### config.mk
export PLATFORM = sky130hd
export DESIGN_NAME = shift_seq_ctrl
export DESIGN_NICKNAME = d
export VERILOG_FILES = /design/src/rtl/shift_seq_pkg.sv /design/src/rtl/shift_seq_ctrl.sv
export SDC_FILE = /design/constraint.sdc
export NUM_CORES = 1
export LEC_CHECK = 0
export BUFFER_PORTS_ARGS = -buffer_cell sky130_fd_sc_hd__buf_2
export CORE_MARGIN = 4
export CORE_UTILIZATION = 44
export CTS_BUF_LIST = sky130_fd_sc_hd__clkbuf_16
export CTS_CLUSTER_DIAMETER = 200
export DETAILED_ROUTE_END_ITERATION = 8
export PLACE_DENSITY_LB_ADDON = 0.3
export RECOVER_POWER = 25
export SLEW_MARGIN = 20
export SYNTH_ARGS = -nofsm -noshare
export SYNTH_HDL_FRONTEND = slang
export SYNTH_SLANG_ARGS = --single-unit
### constraint.sdc
create_clock -name clock -period 2.2 [get_ports clock]
set_input_delay 0.55 -clock clock [delete_from_list [all_inputs] [get_ports clock]]
set_output_delay 0.55 -clock clock [all_outputs]
set_load 0.05 [all_outputs]
### src/rtl/shift_seq_pkg.sv
`default_nettype none
// +----------------------------------------------------------------------+
// | shift_seq_pkg: shared types and LFSR feedback helper for shift_seq_ctrl |
// | Rev 1.0                                                                |
// +----------------------------------------------------------------------+
package shift_seq_pkg;

  localparam int c_max_w = 32;

  typedef enum logic [2:0] {
    IDLE   = 3'd0,
    CLR    = 3'd1,
    SHIFT  = 3'd2,
    LFSR   = 3'd3,
    SETTLE = 3'd4
  } state_e;

  typedef enum logic [1:0] {
    MODE_CLEAR = 2'd0,
    MODE_LOAD  = 2'd1,
    MODE_LFSR  = 2'd2,
    MODE_RSVD  = 2'd3
  } mode_e;

  // Callers zero-extend narrower registers to the full width.
  function automatic logic lfsr_fb(input logic [c_max_w-1:0] q,
                                   input logic [c_max_w-1:0] tap_mask);
    return ^(q & tap_mask);
  endfunction

endpackage
`default_nettype wire

### src/rtl/shift_seq_ctrl.sv
`default_nettype none
// +----------------------------------------------------------------------+
// | shift_seq_ctrl: sequences clear / serial load / LFSR runs on an        |
// | external W-stage shift register and returns its parallel contents.     |
// | Rev 1.0                                                                |
// +----------------------------------------------------------------------+
module shift_seq_ctrl
  import shift_seq_pkg::*;
#(
  parameter int W = 8
) (
  input  logic         clock,
  input  logic         r,
  input  logic         start,
  input  logic [1:0]   mode,
  input  logic [W-1:0] data_in,
  input  logic [W-1:0] taps,
  input  logic [7:0]   run_len,
  input  logic [W-1:0] sr_q,
  output logic         sr_si,
  output logic         sr_shift_en,
  output logic         sr_clr,
  output logic         busy,
  output logic         done,
  output logic [W-1:0] data_out
);

  localparam logic [7:0] c_last_bit = 8'(W - 1);

  if (W < 2 || W > c_max_w) begin : g_w_range_check
    $error("shift_seq_ctrl: W must be in 2..32");
  end

  state_e         r_state;
  state_e         w_next_state;
  logic [7:0]     r_cnt;
  logic [W-1:0]   r_data;
  logic [W-1:0]   r_taps;
  logic [7:0]     r_len;
  logic           r_done;
  logic [W-1:0]   r_data_out;
  logic           w_lock_seed;

  // State register, step counter, operand latches and completion outputs.
  always_ff @(posedge clock or negedge r) begin
    if (!r) begin
      r_state    <= IDLE;
      r_cnt      <= 8'd0;
      r_data     <= '0;
      r_taps     <= '0;
      r_len      <= 8'd0;
      r_done     <= 1'b0;
      r_data_out <= '0;
    end else begin
      r_state <= w_next_state;
      r_cnt   <= (r_state == IDLE || w_next_state != r_state) ? 8'd0 : r_cnt + 8'd1;
      if (r_state == IDLE && start) begin
        r_data <= data_in;
        r_taps <= taps;
        r_len  <= run_len;
      end else if (r_state == SHIFT) begin
        // Keep the next bit to send at the MSB so the word goes out MSB first.
        r_data <= r_data << 1;
      end
      r_done <= (r_state == SETTLE);
      if (r_state == SETTLE) begin
        r_data_out <= sr_q;
      end
    end
  end

  always_comb begin
    w_next_state = r_state;
    case (r_state)
      IDLE: begin
        if (start) begin
          case (mode_e'(mode))
            MODE_CLEAR: w_next_state = CLR;
            MODE_LOAD:  w_next_state = SHIFT;
            MODE_LFSR:  w_next_state = (run_len == 8'd0) ? SETTLE : LFSR;
            default:    w_next_state = SETTLE;
          endcase
        end
      end
      CLR:     w_next_state = SETTLE;
      SHIFT:   if (r_cnt == c_last_bit) w_next_state = SETTLE;
      LFSR:    if (r_cnt == r_len - 8'd1) w_next_state = SETTLE;
      SETTLE:  w_next_state = IDLE;
      default: w_next_state = IDLE;
    endcase
  end

  // An all-zero register would never leave zero, so seed a 1 on the first step.
  assign w_lock_seed = (r_cnt == 8'd0) && (sr_q == '0);

  always_comb begin
    sr_si       = 1'b0;
    sr_shift_en = 1'b0;
    sr_clr      = 1'b0;
    case (r_state)
      CLR: sr_clr = 1'b1;
      SHIFT: begin
        sr_shift_en = 1'b1;
        sr_si       = r_data[W-1];
      end
      LFSR: begin
        sr_shift_en = 1'b1;
        sr_si       = w_lock_seed ? 1'b1 : lfsr_fb(c_max_w'(sr_q), c_max_w'(r_taps));
      end
      default: ;
    endcase
  end

  assign busy     = (r_state != IDLE);
  assign done     = r_done;
  assign data_out = r_data_out;

endmodule
`default_nettype wire

After elaboration in Yosys (flattened, before gate mapping)

Index checks and enable logic that the tools add are counted.

Flip-flop bits (word level): 44
Word-level logic and storage cells: 44

Add/subtract/negate cells: 2
Eq/ne operators: 9
Multiplexer cells: 13
Bitwise gates (word level): 1
Reduce and logical (&&, ||, !) cells: 12

Operators with widths:

| operator                                          | number |
|---|---|
| parity 32 bit                                     | 1 |
| zero test 8 bit                                   | 3 |
| 2-to-1 mux 8 bit                                  | 3 |
| 2-to-1 mux 3 bit                                  | 4 |
| one-hot mux 3 bit (4 select lines)                | 1 |
| one-hot mux 3 bit (3 select lines)                | 1 |
| adder 8 x 1 -> 8 bit (second input constant)      | 1 |
| bitwise AND 8 bit                                 | 1 |
| == test 8 x 3 -> 1 bit (second input constant)    | 1 |
| == test 8 bit                                     | 1 |
| subtractor 8 x 1 -> 8 bit (second input constant) | 1 |
| == test 3 x 2 -> 1 bit (second input constant)    | 2 |
| == test 3 x 1 -> 1 bit (second input constant)    | 1 |
| == test 3 bit (second input constant)             | 1 |
| zero test 3 bit                                   | 1 |
| 2-to-1 mux 1 bit                                  | 3 |
| inequality test 3 bit                             | 1 |
| nonzero test 3 bit                                | 1 |
| == test 2 x 1 -> 1 bit (second input constant)    | 1 |
| == test 2 bit (second input constant)             | 1 |
| logical AND 1 bit                                 | 2 |
| zero test 2 bit                                   | 1 |
| one-hot mux 1 bit (2 select lines)                | 1 |
| nonzero test 2 bit                                | 1 |
| 2 further kinds                                   | 2 |

Depth between registers and ports, before layout

Gate-level depths: netlist of the first run.

Depth in word-level cells: 8
Depth in mapped cells: 8
Gate-level depth less buffers: 7

Least setup slack after synthesis of the first run

OpenSTA, ideal clock, no wires.

Path type: register to output
Start: reg r_state[2]
End: out sr_si
Data arrival time: 2067 ps
Path slack: -417 ps
Cell stages (with the launch flop): 5
Buffers on the path: 0
Cells stage by stage: dfrtp_1 > or2b_2 > inv_1 > o21ai_0 > a31oi_1

Cells in the longest elaborated chain, start to end: 2
Elaborated cells on any way between the ends: 3
Classes of those cells: 2 x eq/ne; 1 x mux

RTL lines:

| what                                   | line                  | source |
|---|---|---|
| from (decl)                            | shift_seq_ctrl.sv:34  | `state_e r_state;` |
| from (signal assigned)                 | shift_seq_ctrl.sv:55  | `r_state <= w_next_state;` |
| == test 3 x 2 -> 1 bit                 | shift_seq_ctrl.sv:100 | `case (r_state)` |
| one-hot mux 1 bit (2 select lines) (*) | shift_seq_ctrl.sv:100 |  |
| to (decl)                              | shift_seq_ctrl.sv:20  | `output logic sr_si,` |

Every way passes the cells marked *; elsewhere a longest branch is shown, timed or not.

Worst setup path after layout of the first run

Start: reg r_cnt[4]
End: out sr_si

Cells in the longest elaborated chain, start to end: 4

RTL lines:

| what                               | line                  | source |
|---|---|---|
| from (decl)                        | shift_seq_ctrl.sv:36  | `logic [7:0] r_cnt;` |
| from (signal assigned)             | shift_seq_ctrl.sv:56  | `r_cnt <= (r_state == IDLE \|\| w_next_state != r_state) ? 8'd0 : r_cnt + 8'd1;` |
| zero test 8 bit                    | shift_seq_ctrl.sv:94  | `assign w_lock_seed = (r_cnt == 8'd0) && (sr_q == '0);` |
| logical AND 1 bit                  | shift_seq_ctrl.sv:94  |  |
| 2-to-1 mux 1 bit                   | shift_seq_ctrl.sv:108 | `sr_si = w_lock_seed ? 1'b1 : lfsr_fb(c_max_w'(sr_q), c_max_w'(r_taps));` |
| one-hot mux 1 bit (2 select lines) | shift_seq_ctrl.sv:100 |  |

No other way between the ends.

==> impl_metrics.yaml, run 1 <==
worst_setup_path:
  startpoint: "r_cnt[4]$_DFF_PN0_"
  cp.required_ns: 1.65
  cp-end-kind: "output pin"
  critPathLaunchType: "flop"
  r2r_start: "r_len[0]$_DFFE_PN0P_"
  rr_worst_depth: 9
  path_class: "reg2out"
  cp_max_fo: 2
  cp.arrival_ns: 1.81
drt:
  vias_per_cell: 5.12
  drc_errors: 0
  routedWlPerCell_microns: 13.9
  postRouteAntennaNets: 0
  drtIter0Drc: 96
  dr.pass1.iters: 4
  via_count: 1862
  wl_microns: 5040
sta:
  fin_crit_sh: 1.07
  fin_skew_ns: 0.00502
  rsz0062_at_grt: "true"
  setup_viol: 1
  worst_pin_slew_ns: 1.07
  timing.hold.ws_ns: 0.473
  fin_ws_ns: -0.158
  hold_violations: 0
  drv_slew: 0
  relSlewSlack: 0.290
  fin_crit_ns: 2.36
  max_freq_ghz: 0.424
floorplan:
  io_pins: 50
  die_w_microns: 81.4
  die_y_microns: 81.4
  start_util: 0.459
  rows: 26
  die_area_sq_um: 6630
  coreArea_sq_um: 5170
worst_hold_path:
  hold_depth: 3
  hp-start: "data_in[6]"
  hold_class: "in2reg"
clocking:
  cts-root-buf: "clkbuf_16"
  h-tree-depth: 2
  cts_tree: "yes"
  cts_setup_buffers: 0
  path_clk_slew_ns: 0.06
  cts_sinks: 44
  clock_latency_ns: 0.28
  cts_max_path_buffers: 2
  holdBufCountCts: 0
  cts_buffers: 5
synth:
  synth-main-ff-cell: "dfrtp_1"
  synth_cells: 225
  yosysWarnings: 0
  synth_area_per_cell_sq_um: 10.5
  synth_fa_ha_area_frac: 0.0158
  synth_top_family_by_area: "simple AND/OR/NAND/NOR gates"
  async_flop_share: 1.00
  synth_top_cell_area_share: 0.464
  yosys.area_share.simple: 0.174
  synth-seq-area-share: 0.464
  synth_compound_area_frac: 0.125
  synthMuxAreaShare: 0.109
  yosys.cell_types.count: 48
  synthXorXnorAreaFrac: 0.0775
  yosysTopAreaCell: "dfrtp_1"
  synth_top_cells_by_area: "dfrtp_1 46%, mux2_2 10%, nand2_1 6.0%"
  ys_ff_latch: 44
  synth_area_sq_um: 2370
  synth-edff-count: 0
  synthesis.nets: 265
place:
  hpwlAfterDp_microns: 3740
  io_buffers: 49
  dp.cells: 356
  place_congestion: 0.772
grt:
  grt_max_degree: 45
  grt_usage: 0.169
  antenna_found_initial: 0
  gr-total-overflow: 0
  grt_pass1_wl_microns: 8540
  grt_pass1_vias: 1862
final_layout:
  drive_gt1_frac: 0.408
  n_antenna_cell: 0
  nets: 333
  syn2layout_area_growth_pct: 26.6
  fin_cells: 364
pwr:
  ir_drop_v: 0.000781
  power.density_nw_per_um2: 1440
  p_leak_nw: 1.36
outcome:
  violations: "setup timing"
  outcome: "finished with violations"
flow_run:
  timing.max_cap.violations: 0
-- path summary, 6_finish.rpt --
| path | to | slack [ns] |
|---|---|---|
| worst max-delay path | sr_si | -0.16 |
| worst min-delay path | r_data[6]$_DFFE_PN0P_ | 0.47 |
| worst max register to register | r_cnt[0]$_DFF_PN0_ | 0.16 |
| worst min register to register | r_data[2]$_DFFE_PN0P_ | 0.48 |
| max in group asynchronous | r_cnt[4]$_DFF_PN0_ | 1.01 |
| min in group asynchronous | r_data[6]$_DFFE_PN0P_ | 0.54 |
-- repair_timing --
item,4_1_cts,5_1_grt
gates resized for setup,3,5
pin swaps,0,0
endpoints found under the setup margin,1,3
-- synth_stat cells (6+ instances only) --
cell	instances
a22oi_1	6
dfrtp_1	44
inv_1	7
mux2_2	22
nand2_1	38
nand3_1	6
nor2_1	9
o21ai_0	9
o21ai_2	6
xnor2_1	13
xor2_1	8
-- kinds of logic (layout without fill, tap and decap cells) --
kind of cell | count (synthesis) | after routing
xor+xnor | 21 | 21
buf+inv | 15 | 84
flops | 44 | 44
fa+ha+maj | 3 | 3
compound gates | 39 | 39
simple gates | 80 | 80
mux | 23 | 23
-- layout by cell type, fill, tap and decap left out, drive strengths merged, types with 2 or more instances in the layout --
cell      Yosys  routed
or4           3       3
nand3         6       6
a211oi        5       5
and3          2       2
or2b          2       2
nor2          9       9
a22oi         6       6
or3           2       2
clkbuf        2       6
and2          2       2
nand4         2       2
mux2         22      22
nor3          3       3
inv           7       7
ha            3       3
buf           6      68
nand2        38      38
clkinvlp      0       2
xnor2        13      13
o211ai        3       3
nor4          2       2
o21ai        16      16
nand3b        2       2
nand2b        2       2
xor2          8       8
a21oi         2       2
nor3b         2       2
dfrtp        44      44
-- critical path, cell delays in order (launching register included) --
cell     delay (ns)
dfrtp_1        0.38
or4_4          0.55
nor2_4         0.12
nand4_1        0.14
a31oi_4        0.18
buf_8          0.17
-- sequential cells by signal, indices dropped and copies added, names as in the netlist --
| name | count |
|---|---|
| data_out | 8 |
| r_cnt | 8 |
| r_data | 8 |
| r_len | 8 |
| r_taps | 8 |
| r_state | 3 |
| done | 1 |
-- metrics by stage --
step	power (W)	util	cell area [sq um]	TNS, ns	setup WS, ns
4_1_cts	0.00434	0.577	2990	-0.198	-0.198
2_1_floorplan	0.00301	-	2400	0	0.00950
3_3_place_gp	0.00355	0.548	2840	-0.0149	-0.0149
5_1_grt	0.00464	0.581	3000	-0.198	-0.198
3_5_place_dp	0.00360	0.548	2840	-0.0659	-0.0659
6_report	0.00432	0.581	3000	-0.158	-0.158
-- final cells by class --
class	count	area, sq um
clock buffer	5	125
inverter	7	30.0
clock inverter	3	15.0
sequential	44	1100
tap	70	87.6
timing repair buffer	69	415
fill	433	2170
multi-input combinational	166	1230
-- routing by layer --
| metal | GRT usage | part of all wire | up-vias |
|---|---|---|---|
| met5 | 0 | 0 | - |
| met4 | 0.0676 | 0.015 | 0 |
| met3 | 0.0461 | 0.055 | 8 |
| met2 | 0.252 | 0.46 | 41 |
| met1 | 0.232 | 0.47 | 877 |
| li1 | - | - | 936 |
-- power by group --
| group | switching (W) | leakage, nW | total, W | internal, W |
|---|---|---|---|---|
| sequential | 0.000234 | 0.547 | 0.00139 | 0.00116 |
| clock | 0.000293 | 0.0687 | 0.000706 | 0.000412 |
| combinational | 0.00129 | 0.744 | 0.00222 | 0.000932 |
| total | 0.00182 | 1.36 | 0.00432 | 0.00250 |
(Power assumes the default switching activity.)
==> inputs of run 2 (changes only) <==
Settings changed: CORE_UTILIZATION 44 to 36.
==> impl_metrics.yaml, run 2 (synthesized netlist as in run 1, its figures left out) <==
drt:
  routedWlPerCell_microns: 14.4
  dr.pass1.iters: 4
  drc_errors: 0
  vias_per_cell: 5.05
  drtIter0Drc: 93
  postRouteAntennaNets: 0
  wl_microns: 5430
  via_count: 1903
pwr:
  p_leak_nw: 1.40
  ir_drop_v: 0.000773
  power.density_nw_per_um2: 1420
sta:
  finalSetupTns_ns: -0.165
  fin_skew_ns: 0.00611
  drv_slew: 0
  max_freq_ghz: 0.423
  fin_crit_ns: 2.37
  hold_violations: 0
  fin_crit_sh: 1.08
  rsz0062_at_grt: "true"
  setup_viol: 1
  relSlewSlack: 0.265
  fin_ws_ns: -0.165
  timing.hold.ws_ns: 0.472
  worst_pin_slew_ns: 1.10
outcome:
  outcome: "finished with violations"
  violations: "setup timing"
floorplan:
  die_y_microns: 89.2
  rows: 29
  die_area_sq_um: 7950
  io_pins: 50
  start_util: 0.371
  coreArea_sq_um: 6390
  die_w_microns: 89.2
place:
  hpwlAfterDp_microns: 4000
  placed_area_sq_um: 2860
  place_congestion: 0.758
  io_buffers: 49
clocking:
  cts-root-buf: "clkbuf_16"
  h-tree-depth: 2
  cts_max_path_buffers: 2
  cts_tree: "yes"
  clock_latency_ns: 0.28
  cts_sinks: 44
  cts_buffers: 5
  path_clk_slew_ns: 0.06
  holdBufCountCts: 0
final_layout:
  nets: 340
  syn2layout_area_growth_pct: 29.2
  design_area_sq_um: 3070
  drive_gt1_frac: 0.427
  layout_commonest_cell: "buf_2"
  final_cell_mix: "48 x buf_2, 44 x dfrtp_1, 38 x nand2_1"
  n_antenna_cell: 0
worst_hold_path:
  hold_class: "reg2reg"
worst_setup_path:
  critPathLaunchType: "flop"
  cp.required_ns: 1.65
  slowest_delay_ns: 0.55
  path_class: "reg2out"
  cp.arrival_ns: 1.82
  critPathSlowestCell: "or4_4"
  cp_max_fo: 2
  cp_num_buf_inv: 1
  cp-end-kind: "output pin"
  crit_chain: "or4_4 -> nor2_4 -> nand4_1 -> a31oi_4 -> buf_6"
  cp_top_family: "simple AND/OR/NAND/NOR gates"
flow_run:
  timing.max_cap.violations: 0
grt:
  antenna_found_initial: 0
  use_met3: 0.0433
  grt_use_met2: 0.230
  grt_util_met1: 0.203
  grt_usage: 0.150
  grt_max_degree: 45
  grt_pass1_wl_microns: 9170
  gr-total-overflow: 0
  grt_pass1_vias: 1894
  grt_most_used_layer: "met2"
==> run 2: cell count changes in the layout (fill, tap and decap cells not counted), sizes merged <==
cell and delta:
clkinvlp -1, buf +7
==> run 2: what timing repair did <==
| action | 4_1_cts | 5_1_grt |
|---|---|---|
| setup buffers | 0 | 5 |
| resized for setup | 5 | 4 |
| endpoints found under the setup margin | 1 | 5 |
| endpoints found under the hold margin | 0 | 0 |
| pin swaps | 0 | 0 |
==> run 2: layout make-up <==
cell class / count / area [sq um]
inverters: 7 / 30.0
multi-input cells: 166 / 1240
well taps: 77 / 96.3
repair buffers: 76 / 468
flip-flops and latches: 44 / 1100
clock inverters: 2 / 8.76
fillers: 592 / 3320
clock buffers: 5 / 125
==> run 2: worst min-delay path, stage by stage (launching register included) <==
cell	delay (ns)
dfrtp_1	0.34
nand2_1	0.05
nand2_1	0.06
==> run 2: through the flow <==
step                       util  worst slack [ns]  power, W  cells
after global placement    0.448           0.00275   0.00358    365
after floorplan               -           0.00950   0.00301    225
final                     0.480            -0.165   0.00435    377
after detailed placement  0.448           -0.0181   0.00362    365
after global routing      0.480            -0.246   0.00467    377
after CTS                 0.472            -0.169   0.00436    372
==> run 2: worst paths after layout <==
check,start,end,slack (ns),cells past startpoint
setup / recovery,r_cnt[4]$_DFF_PN0_,sr_si,-0.17,5
hold / removal,r_data[7]$_DFFE_PN0P_,r_data[7]$_DFFE_PN0P_,0.47,2
setup reg to reg,r_len[0]$_DFFE_PN0P_,r_cnt[1]$_DFF_PN0_,0.13,9
hold reg to reg,r_data[7]$_DFFE_PN0P_,r_data[7]$_DFFE_PN0P_,0.47,2
max in group asynchronous,r,data_out[2]$_DFFE_PN0P_,0.96,2
min in group asynchronous,r,r_data[4]$_DFFE_PN0P_,0.56,2
==> run 2: metal layers <==
| metal | routed length (microns) | part of all wire |
|---|---|---|
| met5 | 0 | 0 |
| met4 | 124 | 0.023 |
| met3 | 330 | 0.061 |
| met2 | 2460 | 0.45 |
| met1 | 2510 | 0.46 |
==> run 2: where the power goes <==
group	internal, W	total [W]	switching (W)
combinational	0.000939	0.00225	0.00131
sequential	0.00116	0.00140	0.000239
clock	0.000408	0.000704	0.000296
